$ cat src/rtl/tlb_refill_ctrl_pkg.sv
// rtl/tlb_refill_ctrl_pkg.sv - shared geometry, field widths and FSM states for the TLB refill controller
package tlb_refill_ctrl_pkg;
  localparam int NUM_SETS       = 16;
  localparam int NUM_WAYS       = 4;
  localparam int SET_INDEX_BITS = 4;
  localparam int LRU_BITS       = 4;
  localparam int WAY_BITS       = 2;
  localparam int VPN_W          = 20;
  localparam int PPN_W          = 20;
  localparam int PERM_W         = 2;
  localparam logic [LRU_BITS-1:0] LRU_MAX = {LRU_BITS{1'b1}};

  typedef enum logic [2:0] {
    S_IDLE = 3'd0,
    S_RD   = 3'd1,
    S_SEL  = 3'd2,
    S_WR   = 3'd3,
    S_AGE  = 3'd4,
    S_DONE = 3'd5
  } refill_state_t;
endpackage

$ cat src/rtl/tlb_victim_sel.sv
// rtl/tlb_victim_sel.sv - combinational victim choice: hit way, else lowest invalid way, else oldest way
module tlb_victim_sel
  import tlb_refill_ctrl_pkg::*;
(
  input  logic [NUM_WAYS-1:0]          valid,
  input  logic [NUM_WAYS*VPN_W-1:0]    vpns,
  input  logic [NUM_WAYS*LRU_BITS-1:0] lru,
  input  logic [VPN_W-1:0]             req_vpn,
  output logic [WAY_BITS-1:0]          way,
  output logic                         hit,
  output logic                         evict,
  output logic [VPN_W-1:0]             evict_vpn
);
  logic                hit_any, inv_any;
  logic [WAY_BITS-1:0] hit_way, inv_way, old_way;
  logic [LRU_BITS-1:0] old_cnt;

  always_comb begin
    hit_any = 1'b0;
    inv_any = 1'b0;
    hit_way = '0;
    inv_way = '0;
    old_way = '0;
    old_cnt = lru[0 +: LRU_BITS];
    // Descending scans leave the lowest qualifying index as the winner.
    for (int w = NUM_WAYS - 1; w >= 0; w--) begin
      if (valid[w] && vpns[VPN_W*w +: VPN_W] == req_vpn) begin
        hit_any = 1'b1;
        hit_way = WAY_BITS'(w);
      end
      if (!valid[w]) begin
        inv_any = 1'b1;
        inv_way = WAY_BITS'(w);
      end
    end
    // Strict compare keeps the lowest index on equal ages.
    for (int w = 1; w < NUM_WAYS; w++) begin
      if (lru[LRU_BITS*w +: LRU_BITS] > old_cnt) begin
        old_cnt = lru[LRU_BITS*w +: LRU_BITS];
        old_way = WAY_BITS'(w);
      end
    end
    hit       = hit_any;
    way       = hit_any ? hit_way : (inv_any ? inv_way : old_way);
    evict     = !hit_any && !inv_any;
    evict_vpn = evict ? vpns[VPN_W*way +: VPN_W] : '0;
  end
endmodule

$ cat src/rtl/tlb_refill_ctrl.sv
// rtl/tlb_refill_ctrl.sv - installs walker refills into tlb_storage and ages the remaining ways
// Optional TLB_REFILL_STATS_EN adds saturating refill/evict counters.
module tlb_refill_ctrl
  import tlb_refill_ctrl_pkg::*;
(
  input  logic                         clk,
  input  logic                         rst_n,
  input  logic                         req_valid,
  output logic                         req_ready,
  input  logic [VPN_W-1:0]             req_vpn,
  input  logic [PPN_W-1:0]             req_ppn,
  input  logic [PERM_W-1:0]            req_perms,
  output logic [SET_INDEX_BITS-1:0]    rd_set_index,
  input  logic [NUM_WAYS-1:0]          rd_valid,
  input  logic [NUM_WAYS*VPN_W-1:0]    rd_vpn,
  input  logic [NUM_WAYS*LRU_BITS-1:0] rd_lru_count,
  output logic                         wr_en,
  output logic [SET_INDEX_BITS-1:0]    wr_set_index,
  output logic [WAY_BITS-1:0]          wr_way,
  output logic                         wr_valid,
  output logic [VPN_W-1:0]             wr_vpn,
  output logic [PPN_W-1:0]             wr_ppn,
  output logic [PERM_W-1:0]            wr_perms,
  output logic [LRU_BITS-1:0]          wr_lru_count,
  output logic                         lru_update_en,
  output logic [SET_INDEX_BITS-1:0]    lru_set_index,
  output logic [WAY_BITS-1:0]          lru_way,
  output logic [LRU_BITS-1:0]          lru_value,
  output logic                         done_valid,
  output logic [WAY_BITS-1:0]          done_way,
  output logic                         done_evict,
  output logic [VPN_W-1:0]             done_evict_vpn
`ifdef TLB_REFILL_STATS_EN
  ,
  output logic [15:0]                  stat_refills,
  output logic [15:0]                  stat_evicts
`endif
);
  refill_state_t               state;
  logic [VPN_W-1:0]            lat_vpn;
  logic [PPN_W-1:0]            lat_ppn;
  logic [PERM_W-1:0]           lat_perms;
  logic [NUM_WAYS-1:0]         s_valid;
  logic [NUM_WAYS*VPN_W-1:0]   s_vpn;
  logic [NUM_WAYS*LRU_BITS-1:0] s_lru;
  logic [WAY_BITS-1:0]         victim, age_k, next_k;
  logic                        evict_q;
  logic [VPN_W-1:0]            evict_vpn_q;
  logic [WAY_BITS-1:0]         sel_way;
  logic                        sel_hit, sel_evict;
  logic [VPN_W-1:0]            sel_evict_vpn;
  logic [LRU_BITS-1:0]         nk_cnt;
  logic                        nk_en;

  tlb_victim_sel u_victim_sel (
    .valid     (s_valid),
    .vpns      (s_vpn),
    .lru       (s_lru),
    .req_vpn   (lat_vpn),
    .way       (sel_way),
    .hit       (sel_hit),
    .evict     (sel_evict),
    .evict_vpn (sel_evict_vpn)
  );

  // Way whose age update is presented on the LRU port next cycle.
  always_comb begin
    next_k = (state == S_WR) ? '0 : age_k + 1'b1;
    nk_cnt = s_lru[LRU_BITS*next_k +: LRU_BITS];
    nk_en  = s_valid[next_k] && (next_k != victim) && (nk_cnt != LRU_MAX);
  end

  always_ff @(posedge clk or negedge rst_n) begin
    if (!rst_n) begin
      state <= S_IDLE;
      req_ready <= 1'b1;
      lat_vpn <= '0; lat_ppn <= '0; lat_perms <= '0;
      s_valid <= '0; s_vpn <= '0; s_lru <= '0;
      victim <= '0; age_k <= '0; evict_q <= 1'b0; evict_vpn_q <= '0;
      rd_set_index <= '0;
      wr_en <= 1'b0; wr_set_index <= '0; wr_way <= '0; wr_valid <= 1'b0;
      wr_vpn <= '0; wr_ppn <= '0; wr_perms <= '0; wr_lru_count <= '0;
      lru_update_en <= 1'b0; lru_set_index <= '0; lru_way <= '0; lru_value <= '0;
      done_valid <= 1'b0; done_way <= '0; done_evict <= 1'b0; done_evict_vpn <= '0;
`ifdef TLB_REFILL_STATS_EN
      stat_refills <= '0;
      stat_evicts <= '0;
`endif
    end else begin
      wr_en <= 1'b0;
      lru_update_en <= 1'b0;
      done_valid <= 1'b0;
      case (state)
        S_IDLE: if (req_valid && req_ready) begin
          lat_vpn <= req_vpn;
          lat_ppn <= req_ppn;
          lat_perms <= req_perms;
          rd_set_index <= req_vpn[SET_INDEX_BITS-1:0];
          req_ready <= 1'b0;
          state <= S_RD;
        end
        S_RD: begin
          s_valid <= rd_valid;
          s_vpn <= rd_vpn;
          s_lru <= rd_lru_count;
          state <= S_SEL;
        end
        S_SEL: begin
          victim <= sel_way;
          evict_q <= sel_evict;
          evict_vpn_q <= sel_evict_vpn;
          wr_en <= 1'b1;
          wr_set_index <= rd_set_index;
          wr_way <= sel_way;
          wr_valid <= 1'b1;
          wr_vpn <= lat_vpn;
          wr_ppn <= lat_ppn;
          wr_perms <= lat_perms;
          wr_lru_count <= '0;
          state <= S_WR;
        end
        S_WR, S_AGE: begin
          if (state == S_AGE && age_k == WAY_BITS'(NUM_WAYS - 1)) begin
            done_valid <= 1'b1;
            done_way <= victim;
            done_evict <= evict_q;
            done_evict_vpn <= evict_vpn_q;
            state <= S_DONE;
          end else begin
            age_k <= next_k;
            lru_update_en <= nk_en;
            lru_set_index <= rd_set_index;
            lru_way <= next_k;
            lru_value <= nk_cnt + 1'b1;
            state <= S_AGE;
          end
        end
        S_DONE: begin
`ifdef TLB_REFILL_STATS_EN
          if (stat_refills != 16'hFFFF) stat_refills <= stat_refills + 16'd1;
          if (done_evict && stat_evicts != 16'hFFFF) stat_evicts <= stat_evicts + 16'd1;
`endif
          req_ready <= 1'b1;
          state <= S_IDLE;
        end
        default: begin
          req_ready <= 1'b1;
          state <= S_IDLE;
        end
      endcase
    end
  end

  logic unused_hit;
  assign unused_hit = sel_hit;
endmodule
$ cat config.mk
export PLATFORM = sky130hd
export DESIGN_NAME = tlb_refill_ctrl
export DESIGN_NICKNAME = d
export VERILOG_FILES = /design/src/rtl/tlb_refill_ctrl_pkg.sv /design/src/rtl/tlb_victim_sel.sv /design/src/rtl/tlb_refill_ctrl.sv
export SDC_FILE = /design/constraint.sdc
export NUM_CORES = 1
export LEC_CHECK = 0
export CAP_MARGIN = 20
export CORE_ASPECT_RATIO = 0.6
export CORE_MARGIN = 8
export CORE_UTILIZATION = 50
export CTS_CLUSTER_SIZE = 14
export DETAILED_ROUTE_END_ITERATION = 6
export GPL_ROUTABILITY_DRIVEN = 0
export PLACE_DENSITY_LB_ADDON = 0.15
export SYNTH_ARGS = -nofsm -noshare
export SYNTH_HDL_FRONTEND = slang
export SYNTH_SLANG_ARGS = --single-unit
$ cat constraint.sdc
create_clock -name clk -period 13.1 [get_ports clk]
set_input_delay 1.965 -clock clk [delete_from_list [all_inputs] [get_ports clk]]
set_output_delay 1.965 -clock clk [all_outputs]
set_load 0.01 [all_outputs]
# Word level (Yosys, flattened, before mapping)
# Cells that the tools add are included.
# totals
wordCells	104
reg_bits	256
# classes
n_mul	1
bitwise_logic	2
mux	37
n_shift	2
order_cmp	4
eq_ne	12
add_sub_neg	2
n_reduce_logical	18
# op_table
operator	count
$eq 20x20->1	4
$shiftx 80x8->20	1
$mux 2	13
$mux 20	1
$mux 1	17
$shiftx 16x5->4	1
$gt 4x4->1	3
$pmux 3 s4	1
$logic_and 1x1->1	9
$mux 4	2
$reduce_and 2->1	4
$eq 3x2->1 const B	2
$mul 3x2->5 const A	1
$add 4x1->4 const B	1
$ne 4x4->1 const B	1
$reduce_or 4->1	1
$eq 3x1->1 const B	1
$eq 3x3->1 const B	1
$logic_not 3->1	1
$lt 2x3->1 const B	1
$mux 3	1
$add 2x1->2 const B	1
$bmux 1 s2	1
$eq 2x2->1 const B	1
other kinds (6)	8

# Longest topological paths before layout
# depth
depth_word	11
mapped_depth	22
mapped_depth_nobuf	21

# Modules after synthesis
# A second synthesis with hierarchy kept.
# unflattened
hier_cells	991
area_unflattened_um2	12441.9
# modules_own_cells
mod	instances	seq_area_each_um2	cells_each	area_per_inst_um2
tlb_refill_ctrl	1	6207.2	615	9614.2
tlb_victim_sel	1	0.0	376	2827.7

# Least setup slack after synthesis
# Ideal clock, no wire load.
# synth_path
path_kind	register to register
start	register s_lru[3]
end	register evict_vpn_q[18]
required_ns	12.962
path_slack_ns	8.957
period_less_slack_ns	4.143
path_buffers	1
path_stages_with_launch	20
arrival_time_ns	4.005
cell_sequence	dfrtp_1 > inv_1 > ha_1 > and4_1 > a21oi_1 > mux2_2 > ha_1 > and4_1 > a21o_1 > nand2_1 > o21ai_0 > ha_1 > nor2b_1 > o21ai_0 > a21oi_1 > o221ai_1 > a211o_1 > buf_2 > a32oi_1 > o221ai_1
# synth_between
elab_chain_len	11
# synth_lines
item	line	rtl
from (decl)	tlb_refill_ctrl.sv:45	logic [NUM_WAYS*LRU_BITS-1:0] s_lru;
from (signal assigned)	tlb_refill_ctrl.sv:105	s_lru <= rd_lru_count;
$gt 4x4->1	tlb_victim_sel.sv:38	if (lru[LRU_BITS*w +: LRU_BITS] > old_cnt) begin
$mux 4	tlb_victim_sel.sv:38	
$gt 4x4->1	tlb_victim_sel.sv:38	
$mux 4	tlb_victim_sel.sv:38	
$gt 4x4->1	tlb_victim_sel.sv:38	
$mux 2 *	tlb_victim_sel.sv:38	
$mux 2 * (2 in series)	tlb_victim_sel.sv:44	way = hit_any ? hit_way : (inv_any ? inv_way : old_way);
$mul 3x2->5 *	tlb_victim_sel.sv:46	evict_vpn = evict ? vpns[VPN_W*way +: VPN_W] : '0;
$shiftx 80x8->20 *	tlb_victim_sel.sv:46	
$mux 20 *	tlb_victim_sel.sv:46	
to (signal assigned)	tlb_refill_ctrl.sv:111	evict_vpn_q <= sel_evict_vpn;
to (decl)	tlb_refill_ctrl.sv:48	logic [VPN_W-1:0] evict_vpn_q;
# Mark *: on every way between the ends. The rest lies on a longest branch, timed or not.
# A chain may end at the register's enable or synchronous reset.

# Worst setup path after layout
# layout_path
start	register s_lru[3]
end	register evict_vpn_q[3]
# The elaborated chain is that of the path after synthesis.

==> qor.csv <==
metric;value;unit
status;finished, final reports clean;
seq_area;6210;sq um
ys_async_sr_fraction;100;%
num_rows;43;
worstHoldStart;lat_ppn[16];
synth_top_area_share;52.1;%
ant_nets;0;
route.vias.total;9231;
regToRegStartpoint;s_lru[3];
syn_avg_cell_area;11.1;sq um
io_buffers;234;
diodes;0;
reg2reg_to;evict_vpn_q[3];
synth_edf_count;0;
grt_setup_unrepaired;false;
clkLatencyLatePin;0.52;ns
worst-endpoint-arrival;5.46;ns
crit_type;flip-flop to flip-flop;
antenna_found_initial;4;
max_freq;0.198;GHz
firstDrtPassIters;6;
clock_path_buffers;3;
die_x;215;um
startpoint_type;flip-flop;
hold_end;wr_ppn[16];
cts_setup_buffers;0;
io_pins;239;
yosysWarningCount;0;
period_share;38.6;%
fillerInstances;1813;
yosys-top-cells-area;dfrtp_1, mux2_2, nand2_1, xnor2_1, a32oi_1;
fp.coreArea;23200;sq um
hold_slack;0.460;ns
fin_skew;0.0144;ns
drive_gt1_share;17.7;%
reg2reg_slack;8.04;ns
hold_buffers;0;
yosysTopAreaCell;dfrtp_1;
syn-cell-area;11900;sq um
vias_per_cell;5.84;
hold_violations;0;
grt_pass1_vias;9218;
dieArea;29000;sq um
die_h;135;um
hold_class;flip-flop to flip-flop;
start_util;51.1;%
crit_fanout;20;
worstMarginPinSlew;0.960;ns
p_total;0.00406;W
multi_input_area;5160;sq um
yosysMostFrequentCell;dfrtp_1;
grt.overflow.total;0;
required;13.50;ns
tns;0;ns
cts.clk_slew.worst_paths;0.06;ns
synthTopCellsByCount;dfrtp_1, nand2_1, mux2_2;
ys_seq_area_share;52.4;%
drv_cap;0;
cts_resized;0;
cts_tree;yes;
track_usage;24.2;%
drt_iter0_drc;1024;
synthFlopType;dfrtp_1;
grt_max_degree;124;
ys_ff_latch;248;
grt_first_pass_wirelength;55800;um
routed_wirelength;36200;um
final_area;15100;sq um
synthDistinctLibCells;52;
finalCriticalPeriod;5.06;ns
routedWlPerCell;22.9;um
hold_depth;2;
cts_buffers;24;
setup-violations-final;0;
final_net_count;1412;
cts_sinks;248;
drc_errors;0;
cts-root-buf;clkbuf_16;
cp-end-kind;flip-flop;
p_leak;6.44;nW
syn2layout_area_growth;27.1;%
maxSlewHeadroom;36.0;%
reg2reg_depth;18;
power_density;270;nW/um^2
syn_inst;1068;
ir_drop;157;uV
htree_levels;1;
dp_hpwl;26400;um
slew_violations;0;
placed_area;14300;sq um
area by class of cell:
type                       instances  area share (%)
clock buffer                      33            4.55
clock inverter                     7           0.423
inverter                          16           0.399
multi-input combinational        712            34.3
sequential                       248            41.2
tap                              315            2.62
timing repair buffer             251            16.6
logic make-up (layout without fill, tap and decap cells):
| group | Yosys count | after routing | synth area share, % |
|---|---|---|---|
| AOI/OAI and AO/OA | 202 | 202 | 11.0 |
| xor gates and xnor gates | 80 | 80 | 5.91 |
| adders and majority gates | 14 | 14 | 1.48 |
| buffers and inverters | 111 | 307 | 4.22 |
| DFF | 248 | 248 | 52.4 |
| muxes | 165 | 165 | 15.7 |
| other | 1 | 4 | 0.0316 |
| and+or+nand+nor | 247 | 247 | 9.34 |
critical path, cell delays in order, from the launching register on:
cell,delay (ns)
dfrtp_1,0.34
inv_1,0.07
ha_1,0.33
and4_1,0.22
a21oi_1,0.49
mux2_2,0.42
ha_1,0.28
and4_1,0.22
a21o_1,0.22
nand2_1,0.08
o21ai_0,0.08
ha_1,0.29
nor2b_1,0.13
o21ai_0,0.15
a21oi_1,0.13
nor3_1,0.18
nor2_1,0.10
nand3b_1,0.73
o221ai_1,0.46
per-stage QoR:
step                      instances  setup WS (ns)  utilization, %
after CTS                      1581           7.81            64.9
after detailed placement       1541           7.85            61.6
after floorplan                1071           8.96               -
final                          1582           8.04            65.0
after global routing           1582           7.73            65.0
after global placement         1541           8.04            61.6
flip-flops by register name (all words and copies together), names as in the netlist, 3 cells and up:
signal          count
lru_set_index       4
wr_set_index        3
lru_value           4
wr_ppn             20
wr_vpn             17
rd_set_index        3
s_vpn              80
s_lru              16
done_evict_vpn     20
lat_ppn            20
s_valid             4
evict_vpn_q        20
lat_vpn            17
state               3
power by group:
part / switching, W / internal [W] / leakage, nW
clock network: 0.000294 / 0.000384 / 0.373
registers: 0.000439 / 0.00110 / 3.08
logic: 0.000916 / 0.000925 / 2.99
total: 0.00165 / 0.00241 / 6.44
worst max path at each step:
stage	from	endpoint	slack (ns)	cells after the start
floorplan	s_lru[3]	evict_vpn_q[18]	8.96	19
global placement	s_lru[3]	evict_vpn_q[18]	8.04	18
detailed placement	s_lru[3]	evict_vpn_q[13]	7.85	18
CTS	s_lru[5]	evict_vpn_q[13]	7.81	18
global route	s_lru[1]	evict_vpn_q[4]	7.73	19
finish	s_lru[3]	evict_vpn_q[3]	8.04	18
cells in the final DEF, fill, tap and decap left out, drive strengths merged, types with 2 or more instances in the layout:
master,instances
dfrtp,247
clkdlybuf4s50,233
nand2,170
mux2,163
o21ai,69
a21oi,53
xnor2,42
a32oi,41
xor2,38
clkbuf,33
o221ai,21
buf,18
inv,16
nor2,15
ha,14
nand4,12
nor4,12
nand3,8
nand2b,6
clkinv,6
nor2b,4
nor3,4
conb,4
and4,3
nand3b,3
o21a,3
a222oi,3
o211ai,2
mux2i,2
and3,2
a22oi,2
or2,2
per-layer routing:
| metal | global-route usage (%) | vias up | part of all wire [%] |
|---|---|---|---|
| met3 | 9.75 | 53 | 12 |
| met4 | 4.55 | 8 | 1.4 |
| met2 | 34.4 | 479 | 41 |
| met5 | 0 | - | 0.11 |
| li1 | - | 4136 | - |
| met1 | 34.7 | 4555 | 45 |
Note: power is estimated with default switching activity, not from simulation.
